## src/rtl/pll_drp_pkg.sv

```systemverilog
// Shared definitions for the PLL dynamic-reconfiguration controller:
// MD port opcodes, host command encodings, FSM states and lock qualification length.
package pll_drp_pkg;

    // Opcodes presented to the PLL on MDOPC
    localparam logic [1:0] MD_NOP   = 2'b00;
    localparam logic [1:0] MD_WRITE = 2'b01;
    localparam logic [1:0] MD_READ  = 2'b10;
    localparam logic [1:0] MD_ADDR  = 2'b11;

    // Host command encodings on req_op
    localparam logic [1:0] OP_WRITE  = 2'b00;
    localparam logic [1:0] OP_READ   = 2'b01;
    localparam logic [1:0] OP_RELOCK = 2'b10;
    localparam logic [1:0] OP_RSVD   = 2'b11;

    // Synced lock must stay high this many consecutive clk cycles to count
    localparam int LOCK_QUAL_CYCLES = 16;

    typedef enum logic [2:0] {
        ST_IDLE,
        ST_ADDR,      // waiting for the fall tick that launches the ADDR phase
        ST_DATA,      // ADDR on the bus; next fall tick launches WRITE/READ
        ST_TAIL,      // WRITE/READ on the bus; next fall tick returns to NOP
        ST_RDWAIT,    // counting read latency in mdclk rise ticks
        ST_RST,       // PLL reset asserted
        ST_LOCKWAIT,  // waiting for qualified lock or timeout
        ST_RESP       // single-cycle response strobe
    } state_t;

    // Commands that run a register access on the MD port
    function automatic logic op_uses_md(input logic [1:0] op);
        return (op == OP_WRITE) || (op == OP_READ);
    endfunction

endpackage

```

## src/rtl/pll_lock_mon.sv

```systemverilog
// PLL lock monitor: 2-flop synchronizer for the asynchronous lock input, a
// consecutive-high qualifier and a timeout counter active while the
// controller is waiting for lock.
module pll_lock_mon
    import pll_drp_pkg::*;
#(
    parameter int LOCK_TIMEOUT = 65535
) (
    input  logic clk,
    input  logic reset,
    input  logic arm,          // high while (re)entering PLL reset: forget any old lock
    input  logic en,           // high while waiting for lock
    input  logic pll_lock,     // raw, asynchronous
    output logic locked,
    output logic lock_ok,
    output logic lock_timeout
);

    localparam int QW = $clog2(LOCK_QUAL_CYCLES + 1);
    localparam int TW = (LOCK_TIMEOUT > 1) ? $clog2(LOCK_TIMEOUT) : 1;

    logic          sync1_reg;
    logic          sync2_reg;
    logic [QW-1:0] qual_cnt_reg;
    logic [TW-1:0] to_cnt_reg;
    logic          locked_reg;
    logic          qualified;

    assign qualified    = (qual_cnt_reg == QW'(LOCK_QUAL_CYCLES));
    assign lock_ok      = en && qualified;
    assign lock_timeout = en && (to_cnt_reg == TW'(LOCK_TIMEOUT - 1));
    assign locked       = locked_reg;

    // Bring the raw lock into the clk domain
    always_ff @(posedge clk or posedge reset) begin
        if (reset) begin
            sync1_reg <= 1'b0;
            sync2_reg <= 1'b0;
        end else begin
            sync1_reg <= pll_lock;
            sync2_reg <= sync1_reg;
        end
    end

    // Count consecutive synced-high cycles, saturating once qualified
    always_ff @(posedge clk or posedge reset) begin
        if (reset) begin
            qual_cnt_reg <= '0;
        end else if (arm || !sync2_reg) begin
            qual_cnt_reg <= '0;
        end else if (!qualified) begin
            qual_cnt_reg <= qual_cnt_reg + 1'b1;
        end
    end

    // Timeout counter only runs while the controller waits for lock
    always_ff @(posedge clk or posedge reset) begin
        if (reset) begin
            to_cnt_reg <= '0;
        end else if (!en) begin
            to_cnt_reg <= '0;
        end else if (!lock_timeout) begin
            to_cnt_reg <= to_cnt_reg + 1'b1;
        end
    end

    // Qualified lock status: set on qualification, dropped with the synced lock
    always_ff @(posedge clk or posedge reset) begin
        if (reset) begin
            locked_reg <= 1'b0;
        end else if (arm || !sync2_reg) begin
            locked_reg <= 1'b0;
        end else if (lock_ok) begin
            locked_reg <= 1'b1;
        end
    end

endmodule

```

## src/rtl/pll_drp_ctrl.sv

```systemverilog
// PLL dynamic-reconfiguration sequencer. Accepts one host command at a time
// (register write, register read, relock), drives the PLL MD port from a
// locally divided mdclk and returns a single-cycle response.
// Optional build macro: PLL_DRP_VERIFY_EN -- every write is followed by an
// internal readback of the same address; the response carries the readback
// and flags a mismatch against the written data.
module pll_drp_ctrl
    import pll_drp_pkg::*;
#(
    parameter int MDCLK_DIV    = 2,
    parameter int RST_CYCLES   = 16,
    parameter int LOCK_TIMEOUT = 65535,
    parameter int RD_LAT       = 1
) (
    input  logic       clk,
    input  logic       reset,
    input  logic       req_valid,
    output logic       req_ready,
    input  logic [1:0] req_op,
    input  logic [7:0] req_addr,
    input  logic [7:0] req_wdata,
    output logic       rsp_valid,
    output logic [7:0] rsp_rdata,
    output logic       rsp_err,
    output logic       mdclk,
    output logic [1:0] mdopc,
    output logic       mdainc,
    output logic [7:0] mdwdi,
    input  logic [7:0] mdrdo,
    output logic       pll_reset,
    input  logic       pll_lock,
    output logic       locked,
    output logic       busy
);

    localparam int DW = (MDCLK_DIV > 1) ? $clog2(MDCLK_DIV) : 1;
    localparam int RW = (RST_CYCLES > 1) ? $clog2(RST_CYCLES) : 1;
    localparam int LW = (RD_LAT > 1) ? $clog2(RD_LAT) : 1;

    // Where a write goes once its data phase has been retired
`ifdef PLL_DRP_VERIFY_EN
    localparam state_t WRITE_DONE_STATE = ST_ADDR;
`else
    localparam state_t WRITE_DONE_STATE = ST_RESP;
`endif

    state_t        state_reg;
    state_t        state_next;

    logic [DW-1:0] div_cnt_reg;
    logic          mdclk_reg;
    logic          div_end;
    logic          fall_tick;
    logic          rise_tick;

    logic [1:0]    op_reg;
    logic [7:0]    addr_reg;
    logic [7:0]    wdata_reg;
    logic          verify_reg;

    logic [RW-1:0] rst_cnt_reg;
    logic [LW-1:0] rd_cnt_reg;
    logic          rd_last;

    logic [7:0]    res_rdata_reg;
    logic          res_err_reg;

    logic [1:0]    mdopc_reg;
    logic [1:0]    mdopc_next;
    logic [7:0]    mdwdi_reg;
    logic [7:0]    mdwdi_next;

    logic          ready_reg;
    logic          accept;
    logic          read_phase;

    logic          lock_ok;
    logic          lock_timeout;

    assign div_end   = (div_cnt_reg == DW'(MDCLK_DIV - 1));
    assign fall_tick = div_end && mdclk_reg;
    assign rise_tick = div_end && !mdclk_reg;

    assign accept     = req_valid && ready_reg;
    assign read_phase = (op_reg == OP_READ) || verify_reg;
    assign rd_last    = (rd_cnt_reg == LW'(RD_LAT - 1));

    assign req_ready = ready_reg;
    assign mdclk     = mdclk_reg;
    assign mdopc     = mdopc_reg;
    assign mdwdi     = mdwdi_reg;
    assign mdainc    = 1'b0;

    // Free-running mdclk divider; toggles every MDCLK_DIV clk cycles
    always_ff @(posedge clk or posedge reset) begin
        if (reset) begin
            div_cnt_reg <= '0;
            mdclk_reg   <= 1'b0;
        end else if (div_end) begin
            div_cnt_reg <= '0;
            mdclk_reg   <= !mdclk_reg;
        end else begin
            div_cnt_reg <= div_cnt_reg + 1'b1;
        end
    end

    // FSM state register
    always_ff @(posedge clk or posedge reset) begin
        if (reset) begin
            state_reg <= ST_IDLE;
        end else begin
            state_reg <= state_next;
        end
    end

    // FSM next-state logic; MD phases advance only on mdclk fall ticks
    always_comb begin
        state_next = state_reg;
        unique case (state_reg)
            ST_IDLE: begin
                if (accept) begin
                    if (op_uses_md(req_op)) begin
                        state_next = ST_ADDR;
                    end else if (req_op == OP_RELOCK) begin
                        state_next = ST_RST;
                    end else begin
                        state_next = ST_RESP;
                    end
                end
            end
            ST_ADDR: begin
                if (fall_tick) begin
                    state_next = ST_DATA;
                end
            end
            ST_DATA: begin
                if (fall_tick) begin
                    state_next = ST_TAIL;
                end
            end
            ST_TAIL: begin
                if (fall_tick) begin
                    state_next = read_phase ? ST_RDWAIT : WRITE_DONE_STATE;
                end
            end
            ST_RDWAIT: begin
                if (rise_tick && rd_last) begin
                    state_next = ST_RESP;
                end
            end
            ST_RST: begin
                if (rst_cnt_reg == RW'(RST_CYCLES - 1)) begin
                    state_next = ST_LOCKWAIT;
                end
            end
            ST_LOCKWAIT: begin
                if (lock_ok || lock_timeout) begin
                    state_next = ST_RESP;
                end
            end
            ST_RESP: begin
                state_next = ST_IDLE;
            end
            default: begin
                state_next = ST_IDLE;
            end
        endcase
    end

    // FSM outputs: status strobes and the next MD bus values
    always_comb begin
        pll_reset  = (state_reg == ST_RST);
        rsp_valid  = (state_reg == ST_RESP);
        busy       = (state_reg != ST_IDLE);
        rsp_rdata  = rsp_valid ? res_rdata_reg : 8'h00;
        rsp_err    = rsp_valid && res_err_reg;
        mdopc_next = mdopc_reg;
        mdwdi_next = mdwdi_reg;
        if (fall_tick) begin
            unique case (state_reg)
                ST_ADDR: begin
                    mdopc_next = MD_ADDR;
                    mdwdi_next = addr_reg;
                end
                ST_DATA: begin
                    if (read_phase) begin
                        mdopc_next = MD_READ;
                        mdwdi_next = 8'h00;
                    end else begin
                        mdopc_next = MD_WRITE;
                        mdwdi_next = wdata_reg;
                    end
                end
                ST_TAIL: begin
                    mdopc_next = MD_NOP;
                    mdwdi_next = 8'h00;
                end
                default: begin
                    mdopc_next = MD_NOP;
                end
            endcase
        end
    end

    // MD bus registers; they only change together with an mdclk fall
    always_ff @(posedge clk or posedge reset) begin
        if (reset) begin
            mdopc_reg <= MD_NOP;
            mdwdi_reg <= 8'h00;
        end else begin
            mdopc_reg <= mdopc_next;
            mdwdi_reg <= mdwdi_next;
        end
    end

    // Ready is withheld for the first cycle out of reset and until after the response
    always_ff @(posedge clk or posedge reset) begin
        if (reset) begin
            ready_reg <= 1'b0;
        end else begin
            ready_reg <= (state_next == ST_IDLE);
        end
    end

    // Operand capture, phase counters and response payload
    always_ff @(posedge clk or posedge reset) begin
        if (reset) begin
            op_reg        <= OP_WRITE;
            addr_reg      <= 8'h00;
            wdata_reg     <= 8'h00;
            rst_cnt_reg   <= '0;
            rd_cnt_reg    <= '0;
            res_rdata_reg <= 8'h00;
            res_err_reg   <= 1'b0;
        end else begin
            if (accept) begin
                op_reg        <= req_op;
                addr_reg      <= req_addr;
                wdata_reg     <= req_wdata;
                res_rdata_reg <= 8'h00;
                res_err_reg   <= (req_op == OP_RSVD);
            end

            if (state_reg == ST_RST) begin
                rst_cnt_reg <= rst_cnt_reg + 1'b1;
            end else begin
                rst_cnt_reg <= '0;
            end

            if (state_reg != ST_RDWAIT) begin
                rd_cnt_reg <= '0;
            end else if (rise_tick) begin
                rd_cnt_reg <= rd_cnt_reg + 1'b1;
            end

            if (state_reg == ST_RDWAIT && rise_tick && rd_last) begin
                res_rdata_reg <= mdrdo;
                res_err_reg   <= verify_reg && (mdrdo != wdata_reg);
            end

            if (state_reg == ST_LOCKWAIT && !lock_ok && lock_timeout) begin
                res_err_reg <= 1'b1;
            end
        end
    end

`ifdef PLL_DRP_VERIFY_EN
    // Mark the readback pass that follows a write's data phase
    always_ff @(posedge clk or posedge reset) begin
        if (reset) begin
            verify_reg <= 1'b0;
        end else if (state_reg == ST_RESP) begin
            verify_reg <= 1'b0;
        end else if (state_reg == ST_TAIL && fall_tick && op_reg == OP_WRITE) begin
            verify_reg <= 1'b1;
        end
    end
`else
    assign verify_reg = 1'b0;
`endif

    pll_lock_mon #(
        .LOCK_TIMEOUT (LOCK_TIMEOUT)
    ) u_lock_mon (
        .clk          (clk),
        .reset        (reset),
        .arm          (state_next == ST_RST),
        .en           (state_reg == ST_LOCKWAIT),
        .pll_lock     (pll_lock),
        .locked       (locked),
        .lock_ok      (lock_ok),
        .lock_timeout (lock_timeout)
    );

endmodule
```

## config.mk

```make
export PLATFORM = sky130hd
export DESIGN_NAME = pll_drp_ctrl
export DESIGN_NICKNAME = d
export VERILOG_FILES = /design/src/rtl/pll_drp_pkg.sv /design/src/rtl/pll_lock_mon.sv /design/src/rtl/pll_drp_ctrl.sv
export SDC_FILE = /design/constraint.sdc
export NUM_CORES = 1
export LEC_CHECK = 0
export BUFFER_PORTS_ARGS = -buffer_cell sky130_fd_sc_hd__buf_4
export CORE_ASPECT_RATIO = 0.5
export CORE_MARGIN = 1
export CORE_UTILIZATION = 55
export CTS_CLUSTER_SIZE = 16
export DETAILED_ROUTE_END_ITERATION = 8
export PLACE_DENSITY = 0.78
export RECOVER_POWER = 100
export SYNTH_ARGS = -nofsm -noshare
export SYNTH_HDL_FRONTEND = slang
export SYNTH_SLANG_ARGS = --single-unit
```

## constraint.sdc

```tcl
create_clock -name clk -period 4.1 [get_ports clk]
set_clock_uncertainty 0.1 [all_clocks]
set_input_delay 0.41 -clock clk [delete_from_list [all_inputs] [get_ports clk]]
set_output_delay 0.41 -clock clk [all_outputs]
set_load 0.01 [all_outputs]
```

==> impl_metrics.env, run 1 <==
export IMPL_seq_area_frac_synth_pct=52.3
export IMPL_yosys_warnings=0
export IMPL_stdcell_count=462
export IMPL_post_synth_inst_count=323
export IMPL_detailroute_via_count=2505
export IMPL_postCtsHoldBufs=0
export IMPL_postCtsSetupBuffers=0
export IMPL_placedInstanceArea_um2=3880
export IMPL_gr_usage_all_layers_pct=23.8
export IMPL_first_drt_pass_iteration_count=4
export IMPL_synth_top_area_share_pct=52.3
export IMPL_max_vdd_ir_drop_mv=0.296
export IMPL_hold_path_class="input port to flip-flop"
export IMPL_antenna_cells_inserted=0
export IMPL_largest_register_ff_count=16
export IMPL_setup_slack_after_layout_ps=1410
export IMPL_maximum_achievable_frequency_mhz=372
export IMPL_final_max_slew_violation_count=65
export IMPL_final_core_utilization_pct=71.2
export IMPL_cellPowerDensity_nw_per_um2=623
export IMPL_hold_depth=1
export IMPL_leakage_nw=1.83
export IMPL_required_ps=4180
export IMPL_drt_first_iter_violations=143
export IMPL_post_layout_instance_area_um2=4090
export IMPL_timing_critical_path_from_type="flip-flop"
export IMPL_clock_tree_htree_level_count=3
export IMPL_critical_path_max_fanout=18
export IMPL_drcViolationCount=0
export IMPL_finalWirelength_um=7010
export IMPL_cap_viol_max_count=2
export IMPL_slew_headroom_pct=-35.0
export IMPL_synth_main_ff_cell="sky130_fd_sc_hd__dfrtp_1"
export IMPL_synth_edff_count=0
export IMPL_cts_resized=0
export IMPL_setup_repair_after_global_routing_missed_its_margin="no"
export IMPL_power_total_mw=2.55
export IMPL_floorplan_initialDensity_pct=59.9
export IMPL_layout_area_overhead_vs_synth_pct=18.8
export IMPL_setup_tns_final_ps=0
export IMPL_layout_filler_cells=452
export IMPL_die_area_um2=6610
export IMPL_antenna_found_initial=0
export IMPL_port_buffers=54
export IMPL_die_width_um=114
export IMPL_finalHoldViolCount=0
export IMPL_cts_root_to_sink_buffers=2
export IMPL_clk_root_buffer_cell="sky130_fd_sc_hd__clkbuf_16"
export IMPL_ratio_of_cells_with_drive_above_1_in_the_final_layout_pct=19.6
export IMPL_gr_total_overflow=0
export IMPL_finalNetCount=408
export IMPL_tritoncts="built"
export IMPL_hold_ws_ps=110
export IMPL_placeableCoreArea_um2=5750
export IMPL_result_of_the_run="complete, but fails checks"
export IMPL_design_portCount=56
export IMPL_die_height_um=58.0
export IMPL_worst_r2r_endpoint="u_lock_mon.qual_cnt_reg[4]$_DFFE_PP0P_"
export IMPL_crit_path_end_kind="flip-flop"
export IMPL_finalCriticalPeriod_ps=2690
export IMPL_detailedPlacementHpwl_um=4760
export IMPL_maximum_number_of_pins_on_one_net_before_global_route_repair=56
export IMPL_preCtsSetupSlack_ps=1730
export IMPL_worstHoldEndpoint="u_lock_mon.sync1_reg$_DFF_PP0_"
export IMPL_yosys_register_bits=72
export IMPL_mappedNetlistArea_um2=3450
export IMPL_post_synth_top_count_cell="sky130_fd_sc_hd__dfrtp_1"
export IMPL_synthTopCellsByCount="sky130_fd_sc_hd__dfrtp_1, sky130_fd_sc_hd__nand2_1, sky130_fd_sc_hd__nor2_1"
export IMPL_layout_worst_path_cycle_share_pct=65.6
export IMPL_clk_transition_reported_paths_ps=60
export IMPL_via_count_of_the_first_global_routing_pass=2496
export IMPL_grt_first_pass_wirelength_um=11800
export IMPL_place_inst=446
export IMPL_clk_latency_ps=330
export IMPL_worst_flop_to_flop_path_startpoint="state_reg[2]$_DFF_PP0_"
export IMPL_cts_inserted_buffers=9
export IMPL_final_antenna_net_count=0
export IMPL_yosysUniqueCellTypes=57
export IMPL_number_of_rows_in_the_core_area=19
export IMPL_synth_avg_cell_area_um2=10.7
export IMPL_drt_vias_per_instance=5.42
export IMPL_r2r_slack_ps=1410
export IMPL_worst_pin_slew_ps=2020
export IMPL_netlist_top_cells_area="sky130_fd_sc_hd__dfrtp_1, sky130_fd_sc_hd__mux2_2, sky130_fd_sc_hd__nand2_1, sky130_fd_sc_hd__xnor2_1, sky130_fd_sc_hd__o21ai_0"
export IMPL_worst_setup_path_type="flip-flop to flip-flop"
export IMPL_rr_worst_depth=4
export IMPL_avgRoutedWirePerCell_um=15.2
export IMPL_violations="capacitance limit, slew limit"
export IMPL_gp_congestion=0.910
export IMPL_clock_sink_count=72
export IMPL_synth_fp_nets=358
export IMPL_synth_async_sr_flop_share_pct=100
export IMPL_worst_endpoint_arrival_ps=2770
export IMPL_yosysTopAreaCell="sky130_fd_sc_hd__dfrtp_1"
export IMPL_setup_viol_count_final=0
export IMPL_min_delay_start="pll_lock"
worst max-delay path, cell delays in order, from the launching register on:
cell                       delay (ps)
sky130_fd_sc_hd__dfrtp_1          580
sky130_fd_sc_hd__nand3b_1         580
sky130_fd_sc_hd__nand3b_1         440
sky130_fd_sc_hd__a211oi_1         710
sky130_fd_sc_hd__nor2_1           130
cell type report:
cell class	count	area, um^2	share of cell area, %
Clock buffer	11	243	5.93
Multi-Input combinational cell	225	1460	35.6
Clock inverter	5	104	2.54
Sequential cell	72	1800	44.0
Tap cell	84	105	2.57
Timing Repair Buffer	55	345	8.44
Inverter	10	37.5	0.917
routing by layer:
layer  vias to the layer above  routed length (um)  track usage (%)
li1                       1206                   -                -
met1                      1228                3280             31.0
met2                        58                3320             38.8
met3                        13                 329             7.43
met4                         0                  89             7.61
met5                         -                   0                0
where the power goes:
part           switching, mW  internal (mW)
clock network          0.280          0.610
registers              0.152          0.907
logic                  0.330          0.272
worst max-delay path by stage:
stage / startpoint / to / slack, ps / cells after the start
final: state_reg[2]$_DFF_PP0_ / u_lock_mon.qual_cnt_reg[4]$_DFFE_PP0P_ / 1410 / 4
after global routing: reset / u_lock_mon.to_cnt_reg[2]$_DFFE_PP0P_ / 940 / 3
after global placement: state_reg[2]$_DFF_PP0_ / u_lock_mon.qual_cnt_reg[1]$_DFFE_PP0P_ / 1880 / 4
after floorplan: reset / addr_reg[0]$_DFFE_PP0P_ / 1770 / 1
after detailed placement: state_reg[2]$_DFF_PP0_ / u_lock_mon.qual_cnt_reg[4]$_DFFE_PP0P_ / 1730 / 4
after CTS: state_reg[2]$_DFF_PP0_ / u_lock_mon.qual_cnt_reg[4]$_DFFE_PP0P_ / 1710 / 4
cells in the final DEF (no fill, tap or decap), drive strengths merged, types with 4 or more instances in the layout:
master,Yosys,layout
nand2,41,41
buf,8,35
clkbuf,8,31
a22oi,9,9
inv,10,10
nor3,8,8
o21ai,22,22
nor4,4,4
nor2,26,26
and2,13,13
xnor2,15,15
ha,5,5
dfrtp,72,72
xor2,5,5
and3,4,4
nand3,5,5
mux2,17,17
nand3b,4,4
nor4b,4,4
a21oi,5,5
cell families after synthesis:
| kind of cell | Yosys count | share of synthesized area, % |
|---|---|---|
| AOI/OAI and AO/OA | 50 | 9.98 |
| DFF | 72 | 52.3 |
| buffers and inverters | 26 | 3.59 |
| xor gates and xnor gates | 20 | 5.08 |
| muxes | 18 | 5.84 |
| other | 1 | 0.109 |
| adders and majority gates | 5 | 1.81 |
| and+or+nand+nor | 131 | 21.3 |
(Power assumes the default switching activity.)
==> run 2: changes to the inputs <==
--- a/config.mk
+++ b/config.mk
@@ -5,6 +5,7 @@
 export SDC_FILE = /design/constraint.sdc
 export NUM_CORES = 1
 export LEC_CHECK = 0
+export ABC_AREA = 1
 export BUFFER_PORTS_ARGS = -buffer_cell sky130_fd_sc_hd__buf_4
 export CORE_ASPECT_RATIO = 0.5
 export CORE_MARGIN = 1
==> constraint.sdc (replaced) <==
create_clock -name clk -period 2.8 [get_ports clk]
set_clock_uncertainty 0.1 [all_clocks]
set_input_delay 0.28 -clock clk [delete_from_list [all_inputs] [get_ports clk]]
set_output_delay 0.28 -clock clk [all_outputs]
set_load 0.01 [all_outputs]
==> impl_metrics.env, run 2 <==
export IMPL_result_of_the_run="finished, final reports clean"
export IMPL_rr_worst_depth=9
export IMPL_cts_resized=0
export IMPL_layout_worst_path_cycle_share_pct=83.2
export IMPL_final_max_slew_violation_count=0
export IMPL_yosys_warnings=0
export IMPL_origin_of_the_worst_setup_path="state_reg[0]$_DFF_PP0_"
export IMPL_max_vdd_ir_drop_mv=0.646
export IMPL_grt_first_pass_wirelength_um=13600
export IMPL_number_of_rows_in_the_core_area=19
export IMPL_most_common_cell_after_layout_fill_and_taps_aside="sky130_fd_sc_hd__nand2_1"
export IMPL_critical_path_max_fanout=12
export IMPL_yosys_register_bits=72
export IMPL_tritoncts="built"
export IMPL_layout_filler_cells=475
export IMPL_netlist_top_cells_area="sky130_fd_sc_hd__dfrtp_1, sky130_fd_sc_hd__nand2_1, sky130_fd_sc_hd__inv_1, sky130_fd_sc_hd__o21ai_0, sky130_fd_sc_hd__nor2_1"
export IMPL_detailroute_via_count=2921
export IMPL_crit_path_end_kind="flip-flop"
export IMPL_mappedNetlistArea_um2=3460
export IMPL_drcViolationCount=0
export IMPL_hold_path_class="input port to flip-flop"
export IMPL_final_antenna_net_count=0
export IMPL_timing_critical_path_max_delay_family="simple AND/OR/NAND/NOR gates"
export IMPL_cellPowerDensity_nw_per_um2=915
export IMPL_synth_avg_cell_area_um2=8.58
export IMPL_maximum_number_of_pins_on_one_net_before_global_route_repair=35
export IMPL_cpMaxStageDelayCell="sky130_fd_sc_hd__dfrtp_1"
export IMPL_cts_inserted_buffers=9
export IMPL_timing_critical_path_from_type="flip-flop"
export IMPL_clk_root_buffer_cell="sky130_fd_sc_hd__clkbuf_16"
export IMPL_critical_path_max_stage_delay_ps=490
export IMPL_setup_tns_final_ps=0
export IMPL_r2r_slack_ps=470
export IMPL_finalNetCount=502
export IMPL_slew_headroom_pct=15.6
export IMPL_antenna_cells_inserted=0
export IMPL_die_width_um=114
export IMPL_die_area_um2=6630
export IMPL_min_delay_start="req_addr[0]"
export IMPL_synthTopCellsByCount="sky130_fd_sc_hd__nand2_1, sky130_fd_sc_hd__dfrtp_1, sky130_fd_sc_hd__inv_1"
export IMPL_maximum_achievable_frequency_mhz=429
export IMPL_gr_total_overflow=0
export IMPL_via_count_of_the_first_global_routing_pass=2889
export IMPL_floorplan_initialDensity_pct=60.1
export IMPL_seq_area_frac_synth_pct=52.1
export IMPL_avgRoutedWirePerCell_um=14.5
export IMPL_cts_root_to_sink_buffers=2
export IMPL_worst_endpoint_arrival_ps=2440
export IMPL_yosysTopAreaCell="sky130_fd_sc_hd__dfrtp_1"
export IMPL_worst_r2r_endpoint="u_lock_mon.qual_cnt_reg[4]$_DFFE_PP0P_"
export IMPL_drt_vias_per_instance=5.27
export IMPL_clock_sink_count=72
export IMPL_preCtsSetupSlack_ps=808
export IMPL_layout_common_cells="sky130_fd_sc_hd__nand2_1, sky130_fd_sc_hd__dfrtp_1, sky130_fd_sc_hd__inv_1"
export IMPL_synth_async_sr_flop_share_pct=100
export IMPL_largest_register_ff_count=16
export IMPL_design_portCount=56
export IMPL_synth_main_ff_cell="sky130_fd_sc_hd__dfrtp_1"
export IMPL_setup_slack_after_layout_ps=470
export IMPL_worst_setup_path_type="flip-flop to flip-flop"
export IMPL_worst_flop_to_flop_path_startpoint="state_reg[0]$_DFF_PP0_"
export IMPL_leakage_nw=2.00
export IMPL_antenna_found_initial=0
export IMPL_crit_path_cell_trace="nor2_1 > nand2_1 > nor2_1 > clkbuf_1 > a21oi_1 > nand4_2 > nand2_2 > nand2_1 > nor2_2"
export IMPL_first_drt_pass_iteration_count=4
export IMPL_port_buffers=54
export IMPL_die_height_um=58.1
export IMPL_detailedPlacementHpwl_um=5820
export IMPL_clock_tree_htree_level_count=3
export IMPL_layout_area_overhead_vs_synth_pct=20.4
export IMPL_post_synth_top_count_cell="sky130_fd_sc_hd__nand2_1"
export IMPL_yosysUniqueCellTypes=42
export IMPL_finalHoldViolCount=0
export IMPL_synth_edff_count=0
export IMPL_ratio_of_cells_with_drive_above_1_in_the_final_layout_pct=16.2
export IMPL_required_ps=2910
export IMPL_post_synth_inst_count=403
export IMPL_gr_usage_all_layers_pct=27.6
export IMPL_crit_buf_inv=1
export IMPL_clk_latency_ps=330
export IMPL_cap_viol_max_count=0
export IMPL_worst_pin_slew_ps=1260
export IMPL_synth_top_area_share_pct=52.1
export IMPL_clk_transition_reported_paths_ps=60
export IMPL_finalCriticalPeriod_ps=2330
export IMPL_worst_path_stages=9
export IMPL_placeableCoreArea_um2=5750
export IMPL_drt_first_iter_violations=263
export IMPL_gp_congestion=0.869
export IMPL_finalWirelength_um=8010
export IMPL_setup_repair_after_global_routing_missed_its_margin="no"
export IMPL_synth_fp_nets=438
export IMPL_worst_setup_path_endpoint="u_lock_mon.qual_cnt_reg[4]$_DFFE_PP0P_"
export IMPL_setup_viol_count_final=0
[run 2: changes by cell type in the layout (fill, tap and decap cells not counted), sizes merged, moves of 5 or more]
cell / delta
xnor2: -15
clkbuf: +7
inv: +46
nand3: +11
mux2: -9
a22oi: -8
and2: -13
o22ai: +5
a21oi: +6
nand2: +45
o21ai: +15
nor2: +30
[run 2: power by group]
group | total [mW] | internal (mW) | switching [mW]
logic | 1.10 | 0.384 | 0.712
clock network | 1.20 | 0.790 | 0.408
registers | 1.51 | 1.34 | 0.176
total | 3.81 | 2.51 | 1.30
[run 2: through the flow]
| step | util [%] | hold slack (ps) | std cells | total power [mW] | cell area (um^2) |
|---|---|---|---|---|---|
| 2_1_floorplan | - | 211 | 403 | 2.31 | 3460 |
| 3_3_place_gp | 68.8 | 234 | 538 | 2.65 | 3960 |
| 3_5_place_dp | 68.8 | 237 | 538 | 2.73 | 3960 |
| 4_1_cts | 74.5 | 41.1 | 554 | 3.94 | 4290 |
| 5_1_grt | 72.3 | 57.8 | 554 | 4.05 | 4160 |
| 6_report | 72.3 | 51.9 | 554 | 3.81 | 4160 |
[run 2: worst min path at each step]
stage | endpoint | slack, ps | cells past startpoint
final | addr_reg[0]$_DFFE_PP0P_ | 50 | 3
after global routing | addr_reg[0]$_DFFE_PP0P_ | 60 | 3
after CTS | addr_reg[0]$_DFFE_PP0P_ | 40 | 3
after detailed placement | u_lock_mon.sync2_reg$_DFF_PP0_ | 240 | 0
after global placement | u_lock_mon.sync2_reg$_DFF_PP0_ | 230 | 0
after floorplan | u_lock_mon.sync1_reg$_DFF_PP0_ | 210 | 0
[run 2: what timing repair did]
item,CTS,global route
hold endpoints to repair,33,0
hold buffers,2,0
setup buffers,0,0
[run 2: cell type report]
class / count / area (um^2) / area share, %
sequential: 72 / 1800 / 43.3
clock inverter: 4 / 70.1 / 1.68
clock buffer: 10 / 239 / 5.74
timing repair buffer: 61 / 368 / 8.84
inverter: 58 / 218 / 5.23
tap: 84 / 105 / 2.53
multi-input combinational: 265 / 1360 / 32.7
[run 2: routing by layer]
layer / global-route usage (%) / up-vias / part of all wire, %
met2: 47.2 / 85 / 50
met5: 0 / - / 0
met3: 9.31 / 13 / 5.7
met1: 33.7 / 1402 / 43
met4: 8.72 / 0 / 1.3
li1: - / 1421 / -
[run 2: worst reg2reg max path: cells and delay by family, from the launching register on]
kind	cells	cell delay, ps
flip-flops	1	490
AO/OA/AOI/OAI	1	140
buffers and inverters	1	450
AND/OR/NAND/NOR	7	1030
[run 2: cell families after synthesis]
group,count (synthesis),synth area share (%)
AND/OR/NAND/NOR,182,23.9
flip-flops,72,52.1
buffers and inverters,66,7.67
AO/OA/AOI/OAI,63,10.2
multiplexers,8,2.61
XOR/XNOR,6,1.52
adder cells (fa/ha/maj),5,1.81
other,1,0.108
